### src/rtl/alu_ctrl_seq.sv
// ALU control decoder for RV32I with an RV32M handshake sequencer that starts an external
// iterative multiply/divide unit and stalls the core until it completes or times out.
module alu_ctrl_seq #(
  parameter int unsigned CTRL_W      = 4,
  parameter int unsigned EN_M        = 1,
  parameter int unsigned MDU_TIMEOUT = 64
) (
  input  logic              clk,
  input  logic              reset_n,
  input  logic              valid_i,
  input  logic              opb5,
  input  logic [2:0]        funct3,
  input  logic              funct7b5,
  input  logic              funct7b0,
  input  logic [1:0]        ALUOp,
  output logic [CTRL_W-1:0] ALUControl,
  output logic              illegal,
  output logic              mdu_start,
  output logic [2:0]        mdu_op,
  input  logic              mdu_done,
  output logic              mdu_err,
  output logic              stall
);

  localparam bit          MEn  = (EN_M != 0);
  localparam int unsigned CntW = $clog2(MDU_TIMEOUT + 1);

  localparam logic [3:0] OpAdd  = 4'b0000;
  localparam logic [3:0] OpSub  = 4'b0001;
  localparam logic [3:0] OpAnd  = 4'b0010;
  localparam logic [3:0] OpOr   = 4'b0011;
  localparam logic [3:0] OpXor  = 4'b0100;
  localparam logic [3:0] OpSlt  = 4'b0101;
  localparam logic [3:0] OpSltu = 4'b0110;
  localparam logic [3:0] OpSll  = 4'b0111;
  localparam logic [3:0] OpSrl  = 4'b1000;
  localparam logic [3:0] OpSra  = 4'b1001;
  localparam logic [3:0] OpMdu  = 4'b1111;

  typedef enum logic [1:0] {StIdle, StBusy, StDone} state_e;

  state_e            state_q, state_d;
  logic [CntW-1:0]   cnt_q, cnt_d;
  logic [CntW-1:0]   cnt_inc;
  logic [2:0]        mdu_op_q, mdu_op_d;
  logic              mdu_start_q, mdu_start_d;
  logic              mdu_err_q, mdu_err_d;
  logic              is_m;
  logic              start_req;
  logic [3:0]        code;

  assign is_m      = (ALUOp == 2'b10) & opb5 & funct7b0;
  assign start_req = MEn & valid_i & is_m;

  always_comb begin
    code    = OpAdd;
    illegal = 1'b0;
    case (ALUOp)
      2'b00: code = OpAdd;
      2'b01: code = OpSub;
      2'b11: begin
        code    = OpAdd;
        illegal = valid_i;
      end
      default: begin
        if (is_m) begin
          if (MEn) begin
            code = OpMdu;
          end else begin
            code    = OpAdd;
            illegal = valid_i;
          end
        end else begin
          unique case (funct3)
            3'b000:  code = (funct7b5 & opb5) ? OpSub : OpAdd;
            3'b001:  code = OpSll;
            3'b010:  code = OpSlt;
            3'b011:  code = OpSltu;
            3'b100:  code = OpXor;
            3'b101:  code = funct7b5 ? OpSra : OpSrl;  // srai/srli share funct7b5 with R-type
            3'b110:  code = OpOr;
            default: code = OpAnd;
          endcase
        end
      end
    endcase
  end

  assign ALUControl = CTRL_W'(code);

  assign cnt_inc = cnt_q + CntW'(1);

  always_comb begin
    state_d     = state_q;
    cnt_d       = cnt_q;
    mdu_op_d    = mdu_op_q;
    mdu_start_d = 1'b0;
    mdu_err_d   = 1'b0;
    case (state_q)
      StIdle: begin
        if (start_req) begin
          state_d     = StBusy;
          mdu_op_d    = funct3;
          cnt_d       = '0;
          mdu_start_d = 1'b1;
        end
      end
      StBusy: begin
        cnt_d = cnt_inc;
        // mdu_start_q marks the first BUSY cycle, where a stale done is ignored
        if (!mdu_start_q && mdu_done) begin
          state_d = StDone;
        end else if (cnt_inc == CntW'(MDU_TIMEOUT)) begin
          state_d   = StDone;
          mdu_err_d = 1'b1;
        end
      end
      StDone:  state_d = StIdle;
      default: state_d = StIdle;
    endcase
  end

  always_ff @(posedge clk) begin
    if (!reset_n) begin
      state_q     <= StIdle;
      cnt_q       <= '0;
      mdu_op_q    <= 3'b000;
      mdu_start_q <= 1'b0;
      mdu_err_q   <= 1'b0;
    end else begin
      state_q     <= state_d;
      cnt_q       <= cnt_d;
      mdu_op_q    <= mdu_op_d;
      mdu_start_q <= mdu_start_d;
      mdu_err_q   <= mdu_err_d;
    end
  end

  assign mdu_start = mdu_start_q;
  assign mdu_err   = mdu_err_q;
  assign mdu_op    = mdu_op_q;
  assign stall     = ((state_q == StIdle) & start_req) | (state_q == StBusy);

endmodule

### config.mk
export PLATFORM = sky130hd
export DESIGN_NAME = alu_ctrl_seq
export DESIGN_NICKNAME = d
export VERILOG_FILES = /design/src/rtl/alu_ctrl_seq.sv
export SDC_FILE = /design/constraint.sdc
export NUM_CORES = 1
export LEC_CHECK = 0
export BUFFER_PORTS_ARGS = -buffer_cell sky130_fd_sc_hd__buf_2
export CORE_MARGIN = 2
export CORE_UTILIZATION = 30
export DETAILED_ROUTE_END_ITERATION = 6
export GPL_ROUTABILITY_DRIVEN = 0
export PLACE_DENSITY = 0.53
export SLEW_MARGIN = 5
export SYNTH_ARGS = -nofsm -noshare
export SYNTH_HDL_FRONTEND = slang
export SYNTH_SLANG_ARGS = --single-unit
### constraint.sdc
create_clock -name clk -period 3.45 [get_ports clk]
set_input_delay 0.345 -clock clk [delete_from_list [all_inputs] [get_ports clk]]
set_output_delay 0.345 -clock clk [all_outputs]
set_load 0.005 [all_outputs]
# Word level (Yosys, flattened, before mapping)
# Index checks and enable logic that the tools add are counted.
# W data, S select, Z words.
word_totals:
  reg_bits: 14
  elab_cells: 53
  in_bits: 12
  out_inout_bits: 11
op_classes:
  n_eq_ne: 13
  mux: 14
  n_bitwise: 8
  n_addsub: 1
  n_reduce_logical: 12
ops:
  columns: ["cell", "n"]
  rows:
  - ["$pmux W4 S7", 1]
  - ["$pmux W7 S2", 1]
  - ["$eq A3 B3 Y1 const B", 3]
  - ["$pmux W4 S2", 1]
  - ["$reduce_and A2 Y1", 4]
  - ["$add A7 B1 Y7 const B", 1]
  - ["$eq A7 B7 Y1 const B", 1]
  - ["$mux W7", 1]
  - ["$eq A3 B2 Y1 const B", 2]
  - ["$mux W2", 3]
  - ["$and A1 B1 Y1", 5]
  - ["$mux W1", 5]
  - ["$eq A2 B1 Y1 const B", 2]
  - ["$eq A2 B2 Y1 const B", 2]
  - ["$logic_not A2 Y1", 2]
  - ["$mux W4", 1]
  - ["$pmux W2 S2", 1]
  - ["$eq A3 B1 Y1 const B", 1]
  - ["$logic_not A3 Y1", 1]
  - ["$ne A3 B3 Y1 const B", 1]
  - ["$reduce_or A3 Y1", 1]
  - ["$ne A2 B2 Y1 const B", 1]
  - ["$not A1 Y1", 2]
  - ["$reduce_bool A2 Y1", 1]
  - ["4 further kinds", 4]

# Logic depth before layout (Yosys ltp)
# Gate-level depths: netlist (run 1).
logic_depth:
  word_depth: 6
  ltp_mapped: 4
  ltp_nobuf: 4

# Worst setup path after synthesis (run 1)
# Ideal clock, no wire load.
synth_timing:
  kind: "register to register"
  start: "register cnt_q[0]"
  end: "register cnt_q[6]"
  slack_ns: 2.170
  period_less_slack_ns: 1.280
  path_stages_with_launch: 5
  path_buffers: 0
  arrival_ns: 1.205
  required_ns: 3.375
  setup_ns: 0.075
  cell_sequence: "dfxtp_1 > ha_1 > nand2_1 > or4_4 > o211ai_2"
synth_via:
  elab_chain_cells: 2
synth_rtl:
  columns: ["item", "line_no", "text"]
  rows:
  - ["start, declared", "43", "logic [CntW-1:0] cnt_q, cnt_d;"]
  - ["start signal, assigned", "132", "cnt_q <= cnt_d;"]
  - ["$add A7 B1 Y7", "91", "assign cnt_inc = cnt_q + CntW'(1);"]
  - ["$pmux W7 S2", "99", "case (state_q)"]
# Every way passes these cells.
# A chain may end at the register's enable or synchronous reset.

# Worst setup path in the final report (run 1)
layout_timing:
  start: "register state_q[0]"
  end: "output port stall"
layout_via:
  elab_chain_cells: 3
  elab_cells_between_ends: 4
  classes_between: "1 x eq/ne; 2 x bitwise; 1 x reduce/logical"
layout_rtl:
  columns: ["item", "line_no", "text"]
  rows:
  - ["start, declared", "42", "state_e state_q, state_d;"]
  - ["start signal, assigned", "125", "state_q <= StIdle;"]
  - ["start signal, assigned", "131", "state_q <= state_d;"]
  - ["$logic_not A2 Y1", "142", "assign stall = ((state_q == StIdle) & start_req) | (state_q == StBusy);"]
  - ["$and A1 B1 Y1", "142", null]
  - ["$or A1 B1 Y1 *", "142", null]
  - ["end, declared", "22", "output logic stall"]
# Every way passes the cells marked *; elsewhere a longest branch is shown, timed or not.

==> impl_metrics.tcl, run 1 <==
set metrics [dict create \
    antenna_found_initial 0 \
    ctsHoldBuffers 0 \
    drc 0 \
    grt_pass1_vias 685 \
    fillerInstances 277 \
    initial_core_util_pct 32.4 \
    syn_inst 93 \
    switching_share_pct 23.8 \
    root_buffer "clkbuf_4" \
    ys.flop_type "dfxtp_1" \
    fin_crit_sh_pct 48.8 \
    grt_overflow 0 \
    async_flop_share_pct 0 \
    r2r-start "cnt_q[0]" \
    syn2layout_area_growth_pct 19.9 \
    clkLatencyLatePin_ps 270 \
    slew_violations 0 \
    p_int_mw 0.220 \
    cp_slowest_cell "dfxtp_1" \
    fin_total_pwr_mw 0.289 \
    min_to "mdu_op[1]" \
    arrival_ps 1340 \
    switching_power_mw 0.0688 \
    h-tree-depth 1 \
    post_drt_wl_per_cell_um 11.7 \
    timing.rr.end "cnt_q[6]" \
    yosys.area_share.simple_pct 33.9 \
    status "complete, no violations" \
    sequentialPowerShare_pct 56.7 \
    synth_cell_types 38 \
    core_sq_um 2520 \
    rsz0062_at_grt "no" \
    crit_path_end_kind "output pin" \
    synth_xor_xnor_area_share_pct 2.14 \
    worstMarginPinSlew_ps 532 \
    layout_min_cycle_time_ps 1680 \
    numCtsBuffers 3 \
    place_area_sq_um 958 \
    syn_area_sq_um 818 \
    cts_tree "yes" \
    yosysTopAreaCellShare_pct 34.3 \
    dieHeight_um 56.2 \
    min_path_cells 3 \
    grt.total_usage_pct 11.8 \
    slew_headroom_pct 64.4 \
    setup_violations 0 \
    synth_top_family_by_area "simple AND/OR/NAND/NOR gates" \
    diodes 0 \
    synth_seq_cells 14 \
    start_kind "flop" \
    multi_input_area_sq_um 515 \
    synthTopCellsByArea "dfxtp_1 (34%), mux2i_1 (6.1%), o211ai_1 (4.6%)" \
    max_stage_delay_ps 480 \
    regArea_sq_um 280 \
    ir_worst_vdd_mv 0.190 \
    cp_top_family "flip-flops" \
    fp-row-count 18 \
    cts_num_sinks 14 \
    cellPowerDensity_nw_per_um2 295 \
    via_per_inst 5.24 \
    path_clk_slew_ps 70 \
    tns_ps 0 \
    clockPowerShare_pct 30.2 \
    yosysTopAreaCell "dfxtp_1" \
    synth.area.mux_share_pct 6.12 \
    drt_pre_antenna_iters 4 \
    cts_resized 0 \
    drv_cap 0 \
    fin_worst_skew_ps 0.858 \
    critical_path_peak_fanout 7 \
    grt_max_degree 12 \
    post_cts_buffers 0 \
    crit_chain "or2b_1, o21ai_0, buf_2" \
    reg2regPathDepth 4 \
    routed_wl_um 1720 \
    synth_warnings 0 \
    min_from "funct3[1]" \
    synth_edf_count 0 \
    combPwrFrac_pct 13.0 \
    numPortBuffers 22 \
    io_pins 23 \
    synthAdderAreaFrac_pct 1.53 \
    synth_compound_area_share_pct 19.3 \
    layout.cells.most_common "buf_2" \
    ant_nets 0 \
    final_util_pct 38.9 \
    drtIter0Drc 10 \
    num_vias 765 \
    dp_hpwl_um 1350 \
    fin_nets 131 \
    stdcell_area_sq_um 981 \
    max_freq_ghz 0.594 \
    yosysSeqAreaShare_pct 34.3 \
    syn-num-nets 106 \
    mostFrequentLayoutCells "buf_2 (22), dfxtp_1 (14), nand2_1 (8)" \
    finalHoldViolCount 0 \
    syn_area_per_cell_sq_um 8.80 \
    die_area_sq_um 3160 \
    required_ps 3110 \
    grt_first_pass_wirelength_um 2960 \
    die_w_um 56.2 \
    timing.reg2reg.setup_slack_ps 2050 \
    setup.worst_path.class "flop to output pin" \
    hold_path_class "input pin to flop" \
    drive_gt1_share_pct 25.0 \
    cp_num_buf_inv 1 \
    leakage_nw 0.421 \
    fin_cells 146 \
    numPlacedInstances 143 \
    cts_buffer_depth 2 \
]
## synth_stat cells, types with 3 or more instances
cell type / instances
o211ai_1: 5
o21ai_0: 5
and3_1: 3
nand2_1: 8
dfxtp_1: 14
mux2i_1: 5
nand3_1: 7
a21boi_0: 3
a21oi_1: 3
nor2_1: 4
inv_1: 4
## final cells by class
type	count	area share, %
inverter	4	1.53
clock buffer	3	2.30
timing repair buffer	22	11.2
tap	30	3.83
sequential	14	28.6
multi-input combinational	73	52.6
## metrics by stage
step / setup WS [ps] / hold WS, ps
after floorplan: 2170 / 463
after CTS: 1740 / 376
after global placement: 1960 / 467
after detailed placement: 1940 / 481
after global routing: 1630 / 377
final: 1770 / 379
## how the worst max path moves through the flow
| stage | from | to | slack [ps] | cells after the start |
|---|---|---|---|---|
| 5_1_grt | state_q[1] | stall | 1630 | 3 |
| 3_5_place_dp | ALUOp[0] | stall | 1940 | 4 |
| 2_1_floorplan | cnt_q[0] | cnt_q[6] | 2170 | 4 |
| 4_1_cts | state_q[0] | stall | 1740 | 3 |
| 3_3_place_gp | ALUOp[0] | stall | 1960 | 4 |
| 6_report | state_q[0] | stall | 1770 | 3 |
## power groups by stage
stage	registers (mW)	clock network [mW]	logic [mW]
after global routing	0.164	0.102	0.0424
after detailed placement	0.168	0	0.0381
after global placement	0.168	0	0.0380
after floorplan	0.168	0	0.0194
final	0.164	0.0875	0.0377
after CTS	0.164	0.0926	0.0382
## flip-flops by register name, summed over array words and instances, names as in the netlist
name and flops:
mdu_start 1, mdu_err 1, state_q 2, mdu_op 3
cnt_q 7
## metal layers
layer	global-route usage (%)	vias up	wire (um)
li1	-	395	-
met1	14.2	356	763
met2	19.5	12	857
met3	4.42	2	83
met4	3.06	0	10
met5	0	-	0
## cells by family after synthesis
| family | after synthesis |
|---|---|
| flip-flops | 14 |
| XOR/XNOR | 2 |
| buffers and inverters | 6 |
| AO/OA/AOI/OAI | 23 |
| adder cells (fa/ha/maj) | 1 |
| multiplexers | 5 |
| AND/OR/NAND/NOR | 42 |
## tightest hold or removal path, delay by kind of cell
family                 cells  cell delay [ps]
AO/OA/AOI/OAI              1               70
buffers and inverters      1              130
AND/OR/NAND/NOR            1               60
Note: power is estimated with default switching activity, not from simulation.
==> run 2, diff against run 1 <==
ABC_AREA = 1   (was default)
clock period = 1.76 ns   (was 3.45 ns; I/O delays follow)
==> run 2 against run 1 <==
Wire length down 3.6%. Clock-buffer cell count up 1. Worst hold slack worse by 220 ps. Highest routed layer unchanged. Clock skew up 5.4 ps. First-iteration DRC count up 110%. Clock power rose to 2.6 times the previous value. Critical path type unchanged. Global-route usage up 0.20 points. Power up 110%. Final cell count up 18%. Sequential power up 95%. Setup slack worse by 1500 ps. Non-clock buffer count unchanged.
==> impl_metrics.tcl, run 2 <==
set metrics [dict create \
    combPwrFrac_pct 10.8 \
    largest_register_ffs 7 \
    cts_buffer_depth 2 \
    drive_gt1_share_pct 25.4 \
    numPortBuffers 22 \
    p_int_mw 0.472 \
    switching_share_pct 23.6 \
    core_sq_um 2480 \
    required_ps 1580 \
    leakage_nw 0.463 \
    setup.worst_path.class "flop to output pin" \
    grt_pass1_vias 704 \
    cts_resized 0 \
    mostFrequentLayoutCells "nand2_1 (33), buf_2 (22), inv_1 (14), dfxtp_1 (14), a21oi_1 (12)" \
    io_pins 23 \
    dp_hpwl_um 1360 \
    slew_violations 0 \
    synthTopCellsByArea "dfxtp_1 (36%), nand2_1 (16%), a21oi_1 (7.6%)" \
    fin_worst_skew_ps 6.24 \
    syn_area_per_cell_sq_um 6.78 \
    numPlacedInstances 168 \
    clkLatencyLatePin_ps 280 \
    timing.reg2reg.setup_slack_ps 400 \
    num_vias 791 \
    numCtsBuffers 3 \
    syn-num-nets 129 \
    final_util_pct 39.2 \
    fin_total_pwr_mw 0.618 \
    ant_nets 0 \
    post_cts_buffers 0 \
    syn_area_sq_um 787 \
    grt_max_degree 10 \
    place_area_sq_um 935 \
    tns_ps 0 \
    die_area_sq_um 3050 \
    syn2layout_area_growth_pct 23.4 \
    switching_power_mw 0.146 \
    ir_worst_vdd_mv 0.346 \
    cp_top_family "simple AND/OR/NAND/NOR gates" \
    crit_chain "or2_1, nor2_8, nor2_4, inv_1, buf_2" \
    drv_cap 0 \
    slew_headroom_pct 81.0 \
    worstMarginPinSlew_ps 284 \
    clockPowerShare_pct 37.4 \
    antenna_found_initial 0 \
    cts_num_sinks 14 \
    fp-row-count 18 \
    die_w_um 55.2 \
    setup_violations 0 \
    cp_num_buf_inv 2 \
    max_stage_delay_ps 340 \
    synth_cell_types 22 \
    critical_path_peak_fanout 7 \
    yosysMostFrequentCell "nand2_1" \
    grt.total_usage_pct 12.0 \
    fin_cells 172 \
    via_per_inst 4.60 \
    yosysTopAreaCellShare_pct 35.6 \
    root_buffer "clkbuf_4" \
    place_ws_ps 414 \
    cellPowerDensity_nw_per_um2 637 \
    layout.cells.most_common "nand2_1" \
    hold_path_class "input pin to flop" \
    synth_seq_cells 14 \
    fin_crit_sh_pct 87.0 \
    status "complete, no violations" \
    finalHoldViolCount 0 \
    path_clk_slew_ps 90 \
    sequentialPowerShare_pct 51.8 \
    h-tree-depth 1 \
    top_register "cnt_q" \
    diodes 0 \
    setup_slack_ps 229 \
    synth_warnings 0 \
    routed_wl_um 1650 \
    async_flop_share_pct 0 \
    fin_nets 156 \
    syn_inst 116 \
    initial_core_util_pct 31.8 \
    ys.flop_type "dfxtp_1" \
    yosysTopAreaCell "dfxtp_1" \
    cp_num_cells 5 \
    stdcell_area_sq_um 971 \
    min_path_cells 3 \
    grt_overflow 0 \
    drc 0 \
    arrival_ps 1350 \
    crit_path_end_kind "output pin" \
    drt_pre_antenna_iters 4 \
    ys_top_cells_by_count "nand2_1 (33), dfxtp_1 (14), inv_1 (14), a21oi_1 (12), nor2_1 (11)" \
    reg2regPathDepth 8 \
    layout_min_cycle_time_ps 1530 \
    hold_slack_ps 160 \
    synth_edf_count 0 \
    cp_slowest_cell "dfxtp_1" \
    rsz0062_at_grt "no" \
    start_kind "flop" \
    max_freq_ghz 0.653 \
    drtIter0Drc 21 \
    cts_tree "yes" \
    grt_first_pass_wirelength_um 2970 \
    ctsHoldBuffers 0 \
    dieHeight_um 55.2 \
    yosysSeqAreaShare_pct 35.6 \
    post_drt_wl_per_cell_um 9.62 \
]
[run 2: area by class of cell]
type,instances,area (sq um)
Timing Repair Buffer,22,110
Clock buffer,4,36.3
Inverter,16,60.1
Tap cell,30,37.5
Sequential cell,14,280
Multi-Input combinational cell,86,447
Fill cell,279,1510
[run 2: power groups by stage]
stage                     clock [mW]  combinational [mW]  sequential, mW
after global routing           0.253              0.0761           0.321
after CTS                      0.238              0.0677           0.320
after global placement             0              0.0666           0.328
final                          0.231              0.0666           0.320
after floorplan                    0              0.0348           0.328
after detailed placement           0              0.0676           0.328
[run 2: tightest hold or removal path, stage by stage]
cell and delay [ps]:
buf_2 100, nand2_1 70, a21oi_2 50
[run 2: path summary, 6_finish.rpt]
check	startpoint	to
worst max-delay path	state_q[1]	stall
worst min-delay path	mdu_done	state_q[1]
worst max register to register	cnt_q[0]	state_q[0]
worst min register to register	cnt_q[6]	cnt_q[6]
[run 2: kinds of logic after synthesis]
kind of cell	Yosys count	synth area share [%]
buf+inv	16	7.63
xor+xnor	2	2.23
fa+ha+maj	1	1.59
simple gates	60	37.0
flops	14	35.6
compound gates	23	15.9
[run 2: layer usage]
metal  vias up  part of all wire, %  global-route usage (%)
li1        422                    -                       -
met1       348                   50                    15.9
met2        16                   44                    18.2
met3         5                  4.2                    2.34
met5         -                    0                       0
met4         0                  2.1                    6.27
==> run 3, diff against run 2 <==
==> constraint.sdc (replaced) <==
create_clock -name clk -period 1.76 [get_ports clk]
set_input_delay 0.176 -clock clk [delete_from_list [all_inputs] [get_ports clk]]
set_output_delay 0.176 -clock clk [all_outputs]
set_load 0.02 [all_outputs]
==> run 3 against run 2 <==
Die area is the same. Setup slack got worse by 30 ps. Worst hold slack improved by 19 ps. Clock power shrank 24%.
==> impl_metrics.tcl, run 3 (same netlist as run 2, synthesis figures left out) <==
set metrics [dict create \
    status "complete, no violations" \
    num_vias 796 \
    io_pins 23 \
    clkLatencyLatePin_ps 270 \
    cp_slowest_cell "dfxtp_1" \
    dp_hpwl_um 1320 \
    cp_num_buf_inv 2 \
    routed-wl-met3_um 95 \
    die_w_um 55.2 \
    max_freq_ghz 0.641 \
    dr_wl_met2_um 736 \
    fin_worst_skew_ps 3.33 \
    drt_pre_antenna_iters 4 \
    fp-row-count 18 \
    ctsHoldBuffers 0 \
    tns_ps 0 \
    setup_slack_ps 199 \
    cellPowerDensity_nw_per_um2 599 \
    dieHeight_um 55.2 \
    via_per_inst 4.65 \
    syn2layout_area_growth_pct 21.6 \
    wl_met1_um 766 \
    cp_top_family "simple AND/OR/NAND/NOR gates" \
    h-tree-depth 1 \
    layout_min_cycle_time_ps 1560 \
    place_ws_ps 431 \
    layout.cells.most_common "nand2_1" \
    max_stage_delay_ps 330 \
    post_cts_buffers 0 \
    routed_wl_um 1640 \
    mostFrequentLayoutCells "nand2_1 (33), buf_2 (22), inv_1 (14), dfxtp_1 (14), a21oi_1 (12)" \
    root_buffer "clkbuf_4" \
    grt.total_usage_pct 11.6 \
    cts_resized 0 \
    largest_register_ffs 7 \
    initial_core_util_pct 31.8 \
    die_area_sq_um 3050 \
    finalHoldViolCount 0 \
    ir_worst_vdd_mv 0.412 \
    required_ps 1580 \
    cts_buffer_depth 2 \
    start_kind "flop" \
    ant_nets 0 \
    cts_tree "yes" \
    antenna_found_initial 0 \
    numCtsBuffers 3 \
    fin_crit_sh_pct 88.7 \
    top_layer "met4" \
    drv_cap 0 \
    rsz0062_at_grt "no" \
    grt_first_pass_wirelength_um 2880 \
    final_util_pct 38.6 \
    drc 0 \
    hold_path_class "input pin to flop" \
    grt_max_degree 10 \
    grt_overflow 0 \
    top_register "cnt_q" \
    path_clk_slew_ps 80 \
    core_sq_um 2480 \
    slew_headroom_pct 81.9 \
    fin_nets 156 \
    numPortBuffers 22 \
    fin_total_pwr_mw 0.573 \
    drtIter0Drc 14 \
    timing.reg2reg.setup_slack_ps 390 \
    diodes 0 \
    leakage_nw 0.456 \
    post_drt_wl_per_cell_um 9.58 \
    crit_chain "or2_1, nor2_8, nor2_4, inv_1, buf_2" \
    slew_violations 0 \
    hold_slack_ps 178 \
    drive_gt1_share_pct 24.8 \
    critical_path_peak_fanout 7 \
    crit_path_end_kind "output pin" \
    worstMarginPinSlew_ps 269 \
    setup_violations 0 \
    grt_pass1_vias 709 \
    cts_num_sinks 14 \
    arrival_ps 1380 \
    setup.worst_path.class "flop to output pin" \
]
==> run 3: cell count changes in the layout (fill, tap and decap cells not counted), sizes merged <==
cell | previous run | this run
clkbuf | 4 | 3
==> run 3: power by group <==
group / internal, mW / switching (mW) / total [mW] / leakage [nW]
Clock: 0.0792 / 0.0964 / 0.176 / 0.0138
Combinational: 0.0275 / 0.0497 / 0.0772 / 0.329
Sequential: 0.319 / 0.00131 / 0.320 / 0.113
==> run 3: path summary, 6_finish.rpt <==
check,startpoint,to,depth (start not counted)
setup / recovery,state_q[1],stall,5
hold / removal,mdu_done,state_q[1],3
setup reg to reg,cnt_q[0],state_q[0],8
hold reg to reg,cnt_q[6],cnt_q[6],2
==> run 3: area by class of cell <==
class | count | area, sq um
clock buffers | 3 | 22.5
fillers | 281 | 1520
inverters | 16 | 60.1
multi-input cells | 86 | 447
flip-flops and latches | 14 | 280
well taps | 30 | 37.5
repair buffers | 22 | 110
==> run 3: through the flow <==
step	instance area, sq um	cells
3_3_place_gp	935	168
5_1_grt	957	171
4_1_cts	957	171
2_1_floorplan	787	116
3_5_place_dp	935	168
6_report	957	171
==> run 3: routing by layer <==
| metal | vias to the layer above | global-route usage (%) |
|---|---|---|
| li1 | 422 | - |
| met1 | 348 | 13.6 |
| met2 | 22 | 18.5 |
| met3 | 4 | 2.58 |
| met4 | 0 | 8.01 |
| met5 | - | 0 |
==> run 3: worst min-delay path: stages <==
cell and delay, ps:
buf_2 100, nand2_1 80, a21oi_2 50
